==> config.mk <==
export PLATFORM = sky130hd
export DESIGN_NAME = frac_div_monitor
export DESIGN_NICKNAME = d
export VERILOG_FILES = /design/src/rtl/frac_div_monitor.sv
export SDC_FILE = /design/constraint.sdc
export NUM_CORES = 1
export LEC_CHECK = 0
export BUFFER_PORTS_ARGS = -buffer_cell sky130_fd_sc_hd__buf_2
export CAP_MARGIN = 5
export CORE_ASPECT_RATIO = 0.8
export CORE_UTILIZATION = 60
export DETAILED_ROUTE_END_ITERATION = 8
export HOLD_SLACK_MARGIN = 0.08
export PLACE_DENSITY = 0.84
export SYNTH_ARGS = -nofsm -noshare
export SYNTH_HDL_FRONTEND = slang
export SYNTH_SLANG_ARGS = --single-unit
export TNS_END_PERCENT = 1
==> constraint.sdc <==
create_clock -name CLK_in -period 3.5 [get_ports CLK_in]
set_clock_uncertainty 0.2 [all_clocks]
set_input_delay 0.7 -clock CLK_in [delete_from_list [all_inputs] [get_ports CLK_in]]
set_output_delay 0.7 -clock CLK_in [all_outputs]
set_load 0.005 [all_outputs]
==> src/rtl/frac_div_monitor.sv <==
// frac_div_monitor: measures a divided clock that is synchronous to CLK_in.
// Over a gate window of GATE_CYC CLK_in cycles it counts rising edges of DIV_clk
// and tracks the minimum and maximum edge-to-edge period in CLK_in cycles.
// The gate is aligned to the first DIV_clk rising edge after start (the arming edge),
// and that edge is not counted.
// Optional build macro: FRAC_DIV_MONITOR_SYNC_IN_EN inserts a 2-flop synchronizer on
// DIV_clk ahead of the edge detector. Use it when DIV_clk comes from another clock source.
module frac_div_monitor #(
    parameter int unsigned CNT_W    = 16,
    parameter int unsigned GATE_CYC = 1000
) (
    input  logic             CLK_in,
    input  logic             RST,
    input  logic             DIV_clk,
    input  logic             start,
    output logic             busy,
    output logic             done,
    output logic             err,
    output logic [CNT_W-1:0] edge_cnt,
    output logic [CNT_W-1:0] min_per,
    output logic [CNT_W-1:0] max_per
);

    localparam logic [CNT_W-1:0] CntMax   = '1;
    localparam logic [CNT_W-1:0] CntOne   = CNT_W'(1);
    localparam logic [CNT_W-1:0] GateLast = CNT_W'(GATE_CYC - 1);

    typedef enum logic [1:0] {
        StIdle,
        StArm,
        StMeas,
        StDone
    } state_e;

    state_e           state_q;
    logic             div_s;
    logic             d_q;
    logic             rise;
    logic [CNT_W-1:0] gate_cnt_q;
    logic [CNT_W-1:0] per_cnt_q;
    logic [CNT_W-1:0] per_inc;
    logic [CNT_W-1:0] edge_inc;

`ifdef FRAC_DIV_MONITOR_SYNC_IN_EN
    logic sync1_q;
    logic sync2_q;

    // Two-flop synchronizer for an asynchronous DIV_clk source
    always_ff @(posedge CLK_in or negedge RST) begin
        if (!RST) begin
            sync1_q <= 1'b0;
            sync2_q <= 1'b0;
        end else begin
            sync1_q <= DIV_clk;
            sync2_q <= sync1_q;
        end
    end

    assign div_s = sync2_q;
`else
    assign div_s = DIV_clk;
`endif

    // Previous-sample register for the rising-edge detector
    always_ff @(posedge CLK_in or negedge RST) begin
        if (!RST) begin
            d_q <= 1'b0;
        end else begin
            d_q <= div_s;
        end
    end

    // Rising edge is evaluated every cycle regardless of state
    always_comb begin
        rise     = div_s & ~d_q;
        per_inc  = (per_cnt_q == CntMax) ? per_cnt_q : per_cnt_q + CntOne;
        edge_inc = (edge_cnt  == CntMax) ? edge_cnt  : edge_cnt  + CntOne;
    end

    // Measurement FSM with registered status and result outputs
    always_ff @(posedge CLK_in or negedge RST) begin
        if (!RST) begin
            state_q    <= StIdle;
            busy       <= 1'b0;
            done       <= 1'b0;
            err        <= 1'b0;
            edge_cnt   <= '0;
            min_per    <= CntMax;
            max_per    <= '0;
            gate_cnt_q <= '0;
            per_cnt_q  <= '0;
        end else begin
            done <= 1'b0;
            case (state_q)
                StIdle: begin
                    if (start) begin
                        edge_cnt   <= '0;
                        err        <= 1'b0;
                        max_per    <= '0;
                        min_per    <= CntMax;
                        gate_cnt_q <= '0;
                        busy       <= 1'b1;
                        state_q    <= StArm;
                    end
                end

                StArm: begin
                    if (rise) begin
                        // Arming edge aligns the gate; it is a period start, not a count
                        per_cnt_q  <= CntOne;
                        gate_cnt_q <= '0;
                        state_q    <= StMeas;
                    end else if (gate_cnt_q == GateLast) begin
                        err     <= 1'b1;
                        busy    <= 1'b0;
                        done    <= 1'b1;
                        state_q <= StDone;
                    end else begin
                        gate_cnt_q <= gate_cnt_q + CntOne;
                    end
                end

                StMeas: begin
                    gate_cnt_q <= gate_cnt_q + CntOne;
                    if (rise) begin
                        edge_cnt <= edge_inc;
                        if (per_cnt_q < min_per) begin
                            min_per <= per_cnt_q;
                        end
                        if (per_cnt_q > max_per) begin
                            max_per <= per_cnt_q;
                        end
                        per_cnt_q <= CntOne;
                    end else begin
                        per_cnt_q <= per_inc;
                    end
                    // Edges in the last gate cycle are still counted above
                    if (gate_cnt_q == GateLast) begin
                        busy    <= 1'b0;
                        done    <= 1'b1;
                        state_q <= StDone;
                    end
                end

                StDone: begin
                    // Start is only accepted from idle, so a start here is dropped
                    state_q <= StIdle;
                end

                default: begin
                    state_q <= StIdle;
                end
            endcase
        end
    end

endmodule

==> results of run 1 <==
## path summary, 6_finish.rpt
check / start / end / slack (ns) / cells past startpoint
max in group asynchronous: RST / per_cnt_q[15]$_DFFE_PN0P_ / 2.06 / 1
min in group asynchronous: RST / max_per[2]$_DFFE_PN0P_ / 0.32 / 1
max: min_per[13]$_DFFE_PN1P_ / min_per[0]$_DFFE_PN1P_ / 0.51 / 7
min: DIV_clk / d_q$_DFF_PN0_ / 0.27 / 1
max reg2reg: min_per[13]$_DFFE_PN1P_ / min_per[0]$_DFFE_PN1P_ / 0.51 / 7
min reg2reg: gate_cnt_q[15]$_DFFE_PN0P_ / gate_cnt_q[15]$_DFFE_PN0P_ / 0.31 / 1
## flip-flops by register name (all words and copies together), names as in the netlist
register,count
d_q,1
min_per,16
err,1
state_q,2
max_per,16
busy,1
edge_cnt,16
done,1
per_cnt_q,16
gate_cnt_q,16
## per-layer routing
layer / share of wire, % / wire (microns)
met1: 46 / 5940
met2: 46 / 6000
met3: 6.5 / 836
met4: 1.3 / 170
met5: 0 / 0
## report_power, final
group / total (W) / internal (W) / switching, W
Sequential: 0.00136 / 0.00120 / 0.000169
Combinational: 0.00180 / 0.000681 / 0.00112
Clock: 0.000739 / 0.000372 / 0.000367
Total: 0.00391 / 0.00225 / 0.00166
## synth_stat cells, drive strengths merged (3+ instances only)
cell	count	area, sq um
or4	6	45.0
dfrtp	70	1750
o41ai	3	26.3
and2	4	25.0
and3	13	86.3
a21oi	25	129
nand3	24	120
dfstp	16	420
o31ai	29	218
inv	40	150
a21o	6	45.0
mux2i	27	270
nand2b	5	31.3
o21ai	43	215
a31oi	5	31.3
o211ai	3	22.5
nand4	14	87.6
nor2b	4	25.0
nor3	16	80.1
clkbuf	21	78.8
buf	10	67.6
nor4	6	37.5
ha	39	488
a221oi	7	73.8
nand2	58	218
o31a	4	35.0
a211oi	4	30.0
or3	7	43.8
a311oi	12	105
nor2	46	173
## cells by family after synthesis
family	count (synthesis)	synth area share [%]
buffers and inverters	71	5.57
adder cells (fa/ha/maj)	39	9.16
AO/OA/AOI/OAI	156	19.9
flip-flops	86	40.8
AND/OR/NAND/NOR	208	19.0
multiplexers	27	5.08
XOR/XNOR	3	0.494
## through the flow
step	utilization, %	instance area (sq um)	hold slack (ns)	instances	setup slack, ns
floorplan	-	5330	0.204	590	0.739
global placement	66.2	5660	0.277	733	0.627
detailed placement	66.2	5660	0.286	733	0.542
CTS	68.6	5870	0.264	749	0.518
global route	68.6	5870	0.258	749	0.386
finish	68.6	5870	0.272	749	0.508
## layout make-up
| class | instances | share of cell area [%] |
|---|---|---|
| Multi-Input combinational cell | 433 | 48.6 |
| Sequential cell | 86 | 37.0 |
| Timing Repair Buffer | 62 | 5.88 |
| Clock buffer | 12 | 2.64 |
| Inverter | 40 | 2.56 |
| Tap cell | 112 | 2.39 |
| Clock inverter | 4 | 0.937 |
==> results_dict.tcl, run 1 <==
set metrics [dict create \
    synth-edff-count 0 \
    top_usage_layer "met2" \
    crit_fanout 16 \
    route.detailed.drc 0 \
    gp_congestion 0.914 \
    fp.dieH_microns 86.3 \
    final_nets 675 \
    max_cap_viol_count 0 \
    clk_pin_slew_worst_paths_ns 0.09 \
    crit_family "simple AND/OR/NAND/NOR gates" \
    ys.flop_type "dfrtp_1" \
    die_width_microns 107 \
    worstPathRequired_ns 3.57 \
    cp_slowest_stage_delay_ns 0.59 \
    postCtsSetupBuffers 0 \
    cts_inserted_buffers 9 \
    final_cell_mix "70 x dfrtp_1, 58 x nand2_1, 53 x buf_2, 46 x nor2_1" \
    firstDrtPassIters 5 \
    syn_nets 633 \
    n_antenna_cell 0 \
    ant_nets 0 \
    critPathLaunchType "flip-flop" \
    rsz0062_at_grt "false" \
    core_area_sq_mm 0.00856 \
    grt_max_degree 87 \
    syn_inst 590 \
    synth_area_per_cell_sq_um 9.03 \
    setup_violations 0 \
    fp-row-count 30 \
    synth-seq-cells 86 \
    seq_area_frac_synth_pct 40.8 \
    dpl.hpwl_mm 9.07 \
    ys.warnings.count 0 \
    final_common_cell "dfrtp_1" \
    syn_to_final_growth_pct 10.3 \
    cts_buffer_depth 2 \
    tightest_slew_ns 1.10 \
    dieArea_sq_mm 0.00926 \
    cts_sinks 86 \
    vias 4825 \
    p_total_w 0.00391 \
    routed_wl_mm 13.0 \
    grt_util_met3_pct 5.26 \
    async_flop_share_pct 100 \
    initialDrtViolationCount 379 \
    portBuffers 54 \
    setup.worst_path.class "flip-flop to flip-flop" \
    status "complete, no violations" \
    nFillCells 681 \
    peakVddDrop_mv 0.421 \
    final-seq-area_sq_mm 0.00217 \
    slew_headroom_pct 26.4 \
    hold_path.class "primary input to flip-flop" \
    grt_overflow 0 \
    cts_tree "built" \
    tns_ns 0 \
    met2_usage_pct 46.8 \
    end_kind "flip-flop" \
    antenna_found_initial 0 \
    fin_crit_sh_pct 85.5 \
    pin_count 55 \
    synth_cell_types 54 \
    cp_slowest_cell "or4_1" \
    htreeDepth 3 \
    fmax_mhz 334 \
    cts_resized 0 \
    power_density_mw_per_mm2 665 \
    crit_buf_inv 1 \
    track_usage_pct 29.2 \
    start_util_pct 62.2 \
    via_per_inst 6.44 \
    fin_crit_ns 2.99 \
    hold_buffers 0 \
    hold_viol 0 \
    power.leakage_nw 2.73 \
    critPathArrivalTime_ns 3.06 \
    drv_slew 0 \
    ctsRootBufferMaster "clkbuf_8" \
    synth_area_sq_mm 0.00533 \
    cp_cell_sequence "inv_1 > ha_1 > nand4_1 > or4_1 > o31a_1 > and3_4 > a311oi_1" \
    grt_pass1_wl_mm 21.5 \
    grt_pass1_vias 4570 \
    grtUsageMet1_pct 40.7 \
    multi_input_area_sq_mm 0.00286 \
    clk_latency_ns 0.36 \
    routedWlPerCell_microns 17.3 \
    drive_gt1_share_pct 15.7 \
]
No activity file was read; power rests on OpenSTA's default activity.
==> run 2, diff against run 1 <==
--- a/config.mk
+++ b/config.mk
@@ -12,6 +12,7 @@
 export DETAILED_ROUTE_END_ITERATION = 8
 export HOLD_SLACK_MARGIN = 0.08
 export PLACE_DENSITY = 0.84
+export RECOVER_POWER = 50
 export SYNTH_ARGS = -nofsm -noshare
 export SYNTH_HDL_FRONTEND = slang
 export SYNTH_SLANG_ARGS = --single-unit
==> results_dict.tcl, run 2 (synthesis gave the netlist of run 1 again) <==
set metrics [dict create \
    status "finished, violations left" \
    violations "capacitance limit, slew limit" \
    critPathArrivalTime_ns 3.06 \
    core_area_sq_mm 0.00856 \
    gp_congestion 0.914 \
    drv_slew 87 \
    cts_buffer_depth 2 \
    final_cell_mix "70 x dfrtp_1, 58 x nand2_1, 46 x nor2_1, 46 x buf_2" \
    hold_buffers 0 \
    tightest_slew_ns 2.18 \
    n_antenna_cell 0 \
    grt_pass1_wl_mm 21.5 \
    rsz0062_at_grt "false" \
    dpl.hpwl_mm 9.07 \
    start_util_pct 62.2 \
    power_density_mw_per_mm2 666 \
    nFillCells 684 \
    die_width_microns 107 \
    power_frac_comb_pct 46.1 \
    final-seq-area_sq_mm 0.00217 \
    cp_cell_sequence "inv_1 > ha_1 > nand4_1 > or4_1 > o31a_1 > and3_4 > a311oi_1" \
    cts_resized 0 \
    cp.depth 7 \
    swShare_pct 42.5 \
    route.detailed.drc 0 \
    portBuffers 54 \
    cts_tree "built" \
    grt_overflow 0 \
    setup.worst_path.class "flip-flop to flip-flop" \
    tns_ns 0 \
    fp-row-count 30 \
    r2r_cells 7 \
    p_int_w 0.00225 \
    cts_sinks 86 \
    slew_headroom_pct -45.1 \
    grt_pass1_vias 4570 \
    via_per_inst 6.44 \
    switching_power_w 0.00166 \
    setup_violations 0 \
    hold_path.class "primary input to flip-flop" \
    end_kind "flip-flop" \
    htreeDepth 3 \
    p_total_w 0.00391 \
    ctsRootBufferMaster "clkbuf_8" \
    routed_wl_mm 12.9 \
    fin_crit_sh_pct 85.6 \
    peakVddDrop_mv 0.422 \
    p_clk_share_pct 18.9 \
    cp_slowest_stage_delay_ns 0.59 \
    crit_buf_inv 1 \
    clk_pin_slew_worst_paths_ns 0.09 \
    postCtsSetupBuffers 0 \
    firstDrtPassIters 5 \
    cp_slowest_cell "or4_1" \
    final_common_cell "dfrtp_1" \
    worstPathRequired_ns 3.57 \
    antenna_found_initial 0 \
    multi_input_area_sq_mm 0.00286 \
    track_usage_pct 29.2 \
    grt_max_degree 87 \
    cts_inserted_buffers 9 \
    vias 4821 \
    power.leakage_nw 2.70 \
    final_nets 675 \
    clk_latency_ns 0.36 \
    critPathLaunchType "flip-flop" \
    ant_nets 0 \
    fmax_mhz 334 \
    seqPwrFrac_pct 35.0 \
    pin_count 55 \
    fin_crit_ns 3.00 \
    syn_to_final_growth_pct 10.1 \
    crit_fanout 16 \
    max_cap_viol_count 1 \
    fp.dieH_microns 86.3 \
    routedWlPerCell_microns 17.2 \
    drive_gt1_share_pct 14.6 \
    dieArea_sq_mm 0.00926 \
    crit_family "simple AND/OR/NAND/NOR gates" \
    worstHoldPathCells 1 \
    initialDrtViolationCount 390 \
    hold_viol 0 \
]
## run 2: layer usage
metal	global-route usage [%]	vias up	wire, microns
met1	40.7	2338	5930
met4	8.72	0	165
met2	46.8	195	5930
li1	-	2266	-
met3	5.26	22	872
met5	0	-	0
## run 2: cell type report
cell class,instances,share of cell area [%]
Multi-Input combinational cell,433,48.7
Clock buffer,12,2.65
Inverter,40,2.56
Timing Repair Buffer,62,5.70
Clock inverter,4,0.939
Tap cell,112,2.39
Sequential cell,86,37.0
## run 2: worst register-to-register path: stages, from the launching register on
cell and delay, ns:
dfstp_2 0.57, inv_1 0.05, ha_1 0.29, nand4_1 0.19
or4_1 0.59, o31a_1 0.37, and3_4 0.32, a311oi_1 0.32
## run 2: path summary, 6_finish.rpt
path	slack (ns)	startpoint	endpoint
hold reg to reg	0.30	gate_cnt_q[15]$_DFFE_PN0P_	gate_cnt_q[15]$_DFFE_PN0P_
setup / recovery	0.50	min_per[13]$_DFFE_PN1P_	min_per[0]$_DFFE_PN1P_
min in group asynchronous	0.75	RST	max_per[2]$_DFFE_PN0P_
hold / removal	0.28	DIV_clk	d_q$_DFF_PN0_
setup reg to reg	0.50	min_per[13]$_DFFE_PN1P_	min_per[0]$_DFFE_PN1P_
max in group asynchronous	1.06	RST	edge_cnt[11]$_DFFE_PN0P_
## run 2: power by group through the flow
stage	sequential (W)	combinational [W]	clock (W)
2_1_floorplan	0.00134	0.00133	0
3_3_place_gp	0.00136	0.00171	0
3_5_place_dp	0.00138	0.00177	0
4_1_cts	0.00136	0.00178	0.000750
5_1_grt	0.00138	0.00198	0.000791
6_report	0.00137	0.00180	0.000739
## run 2: metrics by stage
stage | instance area [sq um] | hold WS (ns) | utilization, % | setup WS, ns | std cells
after global routing | 5860 | 0.265 | 68.5 | 0.386 | 749
after floorplan | 5330 | 0.204 | - | 0.739 | 590
after CTS | 5870 | 0.264 | 68.6 | 0.518 | 749
after global placement | 5660 | 0.277 | 66.2 | 0.627 | 733
after detailed placement | 5660 | 0.286 | 66.2 | 0.542 | 733
final | 5860 | 0.280 | 68.5 | 0.504 | 749
==> run 3, diff against run 2 <==
--- a/config.mk
+++ b/config.mk
@@ -5,6 +5,7 @@
 export SDC_FILE = /design/constraint.sdc
 export NUM_CORES = 1
 export LEC_CHECK = 0
+export ABC_AREA = 1
 export BUFFER_PORTS_ARGS = -buffer_cell sky130_fd_sc_hd__buf_2
 export CAP_MARGIN = 5
 export CORE_ASPECT_RATIO = 0.8
==> results_dict.tcl, run 3 <==
set metrics [dict create \
    route.detailed.drc 0 \
    fin_crit_sh_pct 78.6 \
    pin_count 55 \
    drv_slew 0 \
    track_usage_pct 29.0 \
    syn_inst 783 \
    ant_nets 0 \
    via_per_inst 5.51 \
    cp_slowest_cell "nand2_1" \
    crit_buf_inv 4 \
    timing.rr.start "state_q[0]$_DFFE_PN0P_" \
    cts_resized 0 \
    ctsRootBufferMaster "clkbuf_16" \
    synth_area_sq_mm 0.00556 \
    ys.flop_type "dfrtp_1" \
    peakVddDrop_mv 0.382 \
    critPathLaunch "state_q[0]$_DFFE_PN0P_" \
    initialDrtViolationCount 414 \
    dieArea_sq_mm 0.00966 \
    cts_tree "built" \
    cts_sinks 86 \
    clk_pin_slew_worst_paths_ns 0.06 \
    antenna_found_initial 0 \
    seq_area_frac_synth_pct 39.1 \
    syn_nets 826 \
    power_frac_comb_pct 39.8 \
    final_cell_mix "240 x nand2_1, 125 x inv_1, 78 x nand3_1, 70 x dfrtp_1, 54 x nor2_1" \
    seqPwrFrac_pct 35.4 \
    grt_pass1_wl_mm 21.8 \
    end_kind "flip-flop" \
    slew_headroom_pct 14.9 \
    setup_violations 0 \
    drive_gt1_share_pct 10.5 \
    power.leakage_nw 3.27 \
    dpl.hpwl_mm 9.64 \
    tns_ns 0 \
    synthTopCellsByCount "240 x nand2_1, 125 x inv_1, 78 x nand3_1" \
    synth-seq-cells 86 \
    p_total_w 0.00385 \
    final_nets 878 \
    crit_family "buffers and inverters" \
    rsz0062_at_grt "false" \
    p_int_w 0.00225 \
    final_common_cell "nand2_1" \
    fin_ws_ns 0.749 \
    gp_congestion 0.942 \
    hold_viol 0 \
    grt_pass1_vias 4785 \
    tightest_slew_ns 1.28 \
    hold_buffers 0 \
    grt_overflow 0 \
    crit_fanout 34 \
    switching_power_w 0.00159 \
    synth.most_common_cell "nand2_1" \
    status "complete, no violations" \
    yosys.area.top_type "dfrtp_1" \
    design_area_sq_mm 0.00619 \
    routed_wl_mm 13.3 \
    portBuffers 54 \
    critPathArrivalTime_ns 2.77 \
    core_area_sq_mm 0.00904 \
    vias 5266 \
    fp.dieH_microns 88.1 \
    synthTopCellsByArea "dfrtp_1 32%, nand2_1 16%, ha_1 8.8%" \
    synth_area_per_cell_sq_um 7.10 \
    r2r_slack_ns 0.75 \
    start_util_pct 61.5 \
    max_cap_viol_count 0 \
    crit_top_cell "nand2_1" \
    fin_crit_ns 2.75 \
    cts_buffer_depth 2 \
    fmax_mhz 364 \
    async_flop_share_pct 100 \
    synth-edff-count 0 \
    timing.rr.end "max_per[1]$_DFFE_PN0P_" \
    htreeDepth 3 \
    synth_cell_types 32 \
    postCtsSetupBuffers 0 \
    clk_latency_ns 0.34 \
    cp_cell_sequence "inv_1 > ha_1 > buf_4 > nand2_1 > inv_1 > a211oi_4 > buf_4 > nand2_1 > nand2_1 > nand2_1" \
    place_ws_ns 0.776 \
    p_clk_share_pct 24.8 \
    syn_to_final_growth_pct 11.3 \
    die_width_microns 110 \
    power_density_mw_per_mm2 622 \
    setup.worst_path.class "flip-flop to flip-flop" \
    r2r_cells 10 \
    routedWlPerCell_microns 13.9 \
    swShare_pct 41.4 \
    critical_path.endpoint "max_per[1]$_DFFE_PN0P_" \
    netlist.area_leader.share_pct 31.5 \
    cts_inserted_buffers 9 \
    worstPathRequired_ns 3.52 \
    dpl-instance-area_sq_mm 0.00591 \
    cp_slowest_stage_delay_ns 0.41 \
    firstDrtPassIters 5 \
    ys.warnings.count 0 \
    critPathLaunchType "flip-flop" \
    n_antenna_cell 0 \
    cp.depth 10 \
    hold_path.class "flip-flop to flip-flop" \
    grt_max_degree 52 \
    fp-row-count 31 \
]
[run 3: how the worst min path moves through the flow]
stage | from | endpoint | depth (start not counted)
6_report | min_per[10]$_DFFE_PN1P_ | min_per[10]$_DFFE_PN1P_ | 2
5_1_grt | min_per[10]$_DFFE_PN1P_ | min_per[10]$_DFFE_PN1P_ | 2
4_1_cts | RST | per_cnt_q[5]$_DFFE_PN0P_ | 1
3_5_place_dp | min_per[4]$_DFFE_PN1P_ | min_per[4]$_DFFE_PN1P_ | 2
3_3_place_gp | min_per[8]$_DFFE_PN1P_ | min_per[8]$_DFFE_PN1P_ | 2
2_1_floorplan | RST | busy$_DFFE_PN0P_ | 0
[run 3: worst reg2reg max path: stages, from the launching register on]
cell	delay (ns)
dfrtp_1	0.38
inv_1	0.11
ha_1	0.25
buf_4	0.23
nand2_1	0.13
inv_1	0.09
a211oi_4	0.19
buf_4	0.39
nand2_1	0.42
nand2_1	0.17
nand2_1	0.07
[run 3: cell families (layout without fill, tap and decap cells)]
group | count (synthesis) | count (layout) | share of synthesized area [%]
buf+inv | 148 | 205 | 10.7
simple gates | 416 | 416 | 31.6
compound gates | 81 | 81 | 7.81
xor+xnor | 13 | 13 | 2.05
fa+ha+maj | 39 | 39 | 8.78
flops | 86 | 86 | 39.1
[run 3: power by group through the flow]
| stage | combinational, W | sequential, W | clock, W |
|---|---|---|---|
| CTS | 0.00153 | 0.00136 | 0.000965 |
| global placement | 0.00145 | 0.00136 | 0 |
| finish | 0.00153 | 0.00136 | 0.000953 |
| detailed placement | 0.00152 | 0.00137 | 0 |
| global route | 0.00176 | 0.00138 | 0.00100 |
| floorplan | 0.00116 | 0.00135 | 0 |
[run 3: layout make-up]
class                           count  area (sq um)
Clock inverter                      4          26.3
Fill cell                         787          2850
Tap cell                          115           144
Clock buffer                       12           278
Multi-Input combinational cell    549          2790
Sequential cell                    86          2170
Timing Repair Buffer               61           295
Inverter                          128           480
[run 3: metrics by stage]
stage                     cells  hold slack (ns)  util (%)
final                       955            0.274      68.5
after global routing        955            0.292      68.5
after CTS                   955            0.219      68.8
after detailed placement    939            0.265      65.4
after global placement      939            0.259      65.4
after floorplan             783            0.204         -
[run 3: metal layers]
| layer | global-route usage, % | up-vias | part of all wire, % |
|---|---|---|---|
| li1 | - | 2590 | - |
| met4 | 6.67 | 0 | 1.4 |
| met1 | 37.7 | 2479 | 46 |
| met2 | 50.4 | 176 | 48 |
| met5 | 0 | - | 0 |
| met3 | 5.73 | 21 | 4.9 |
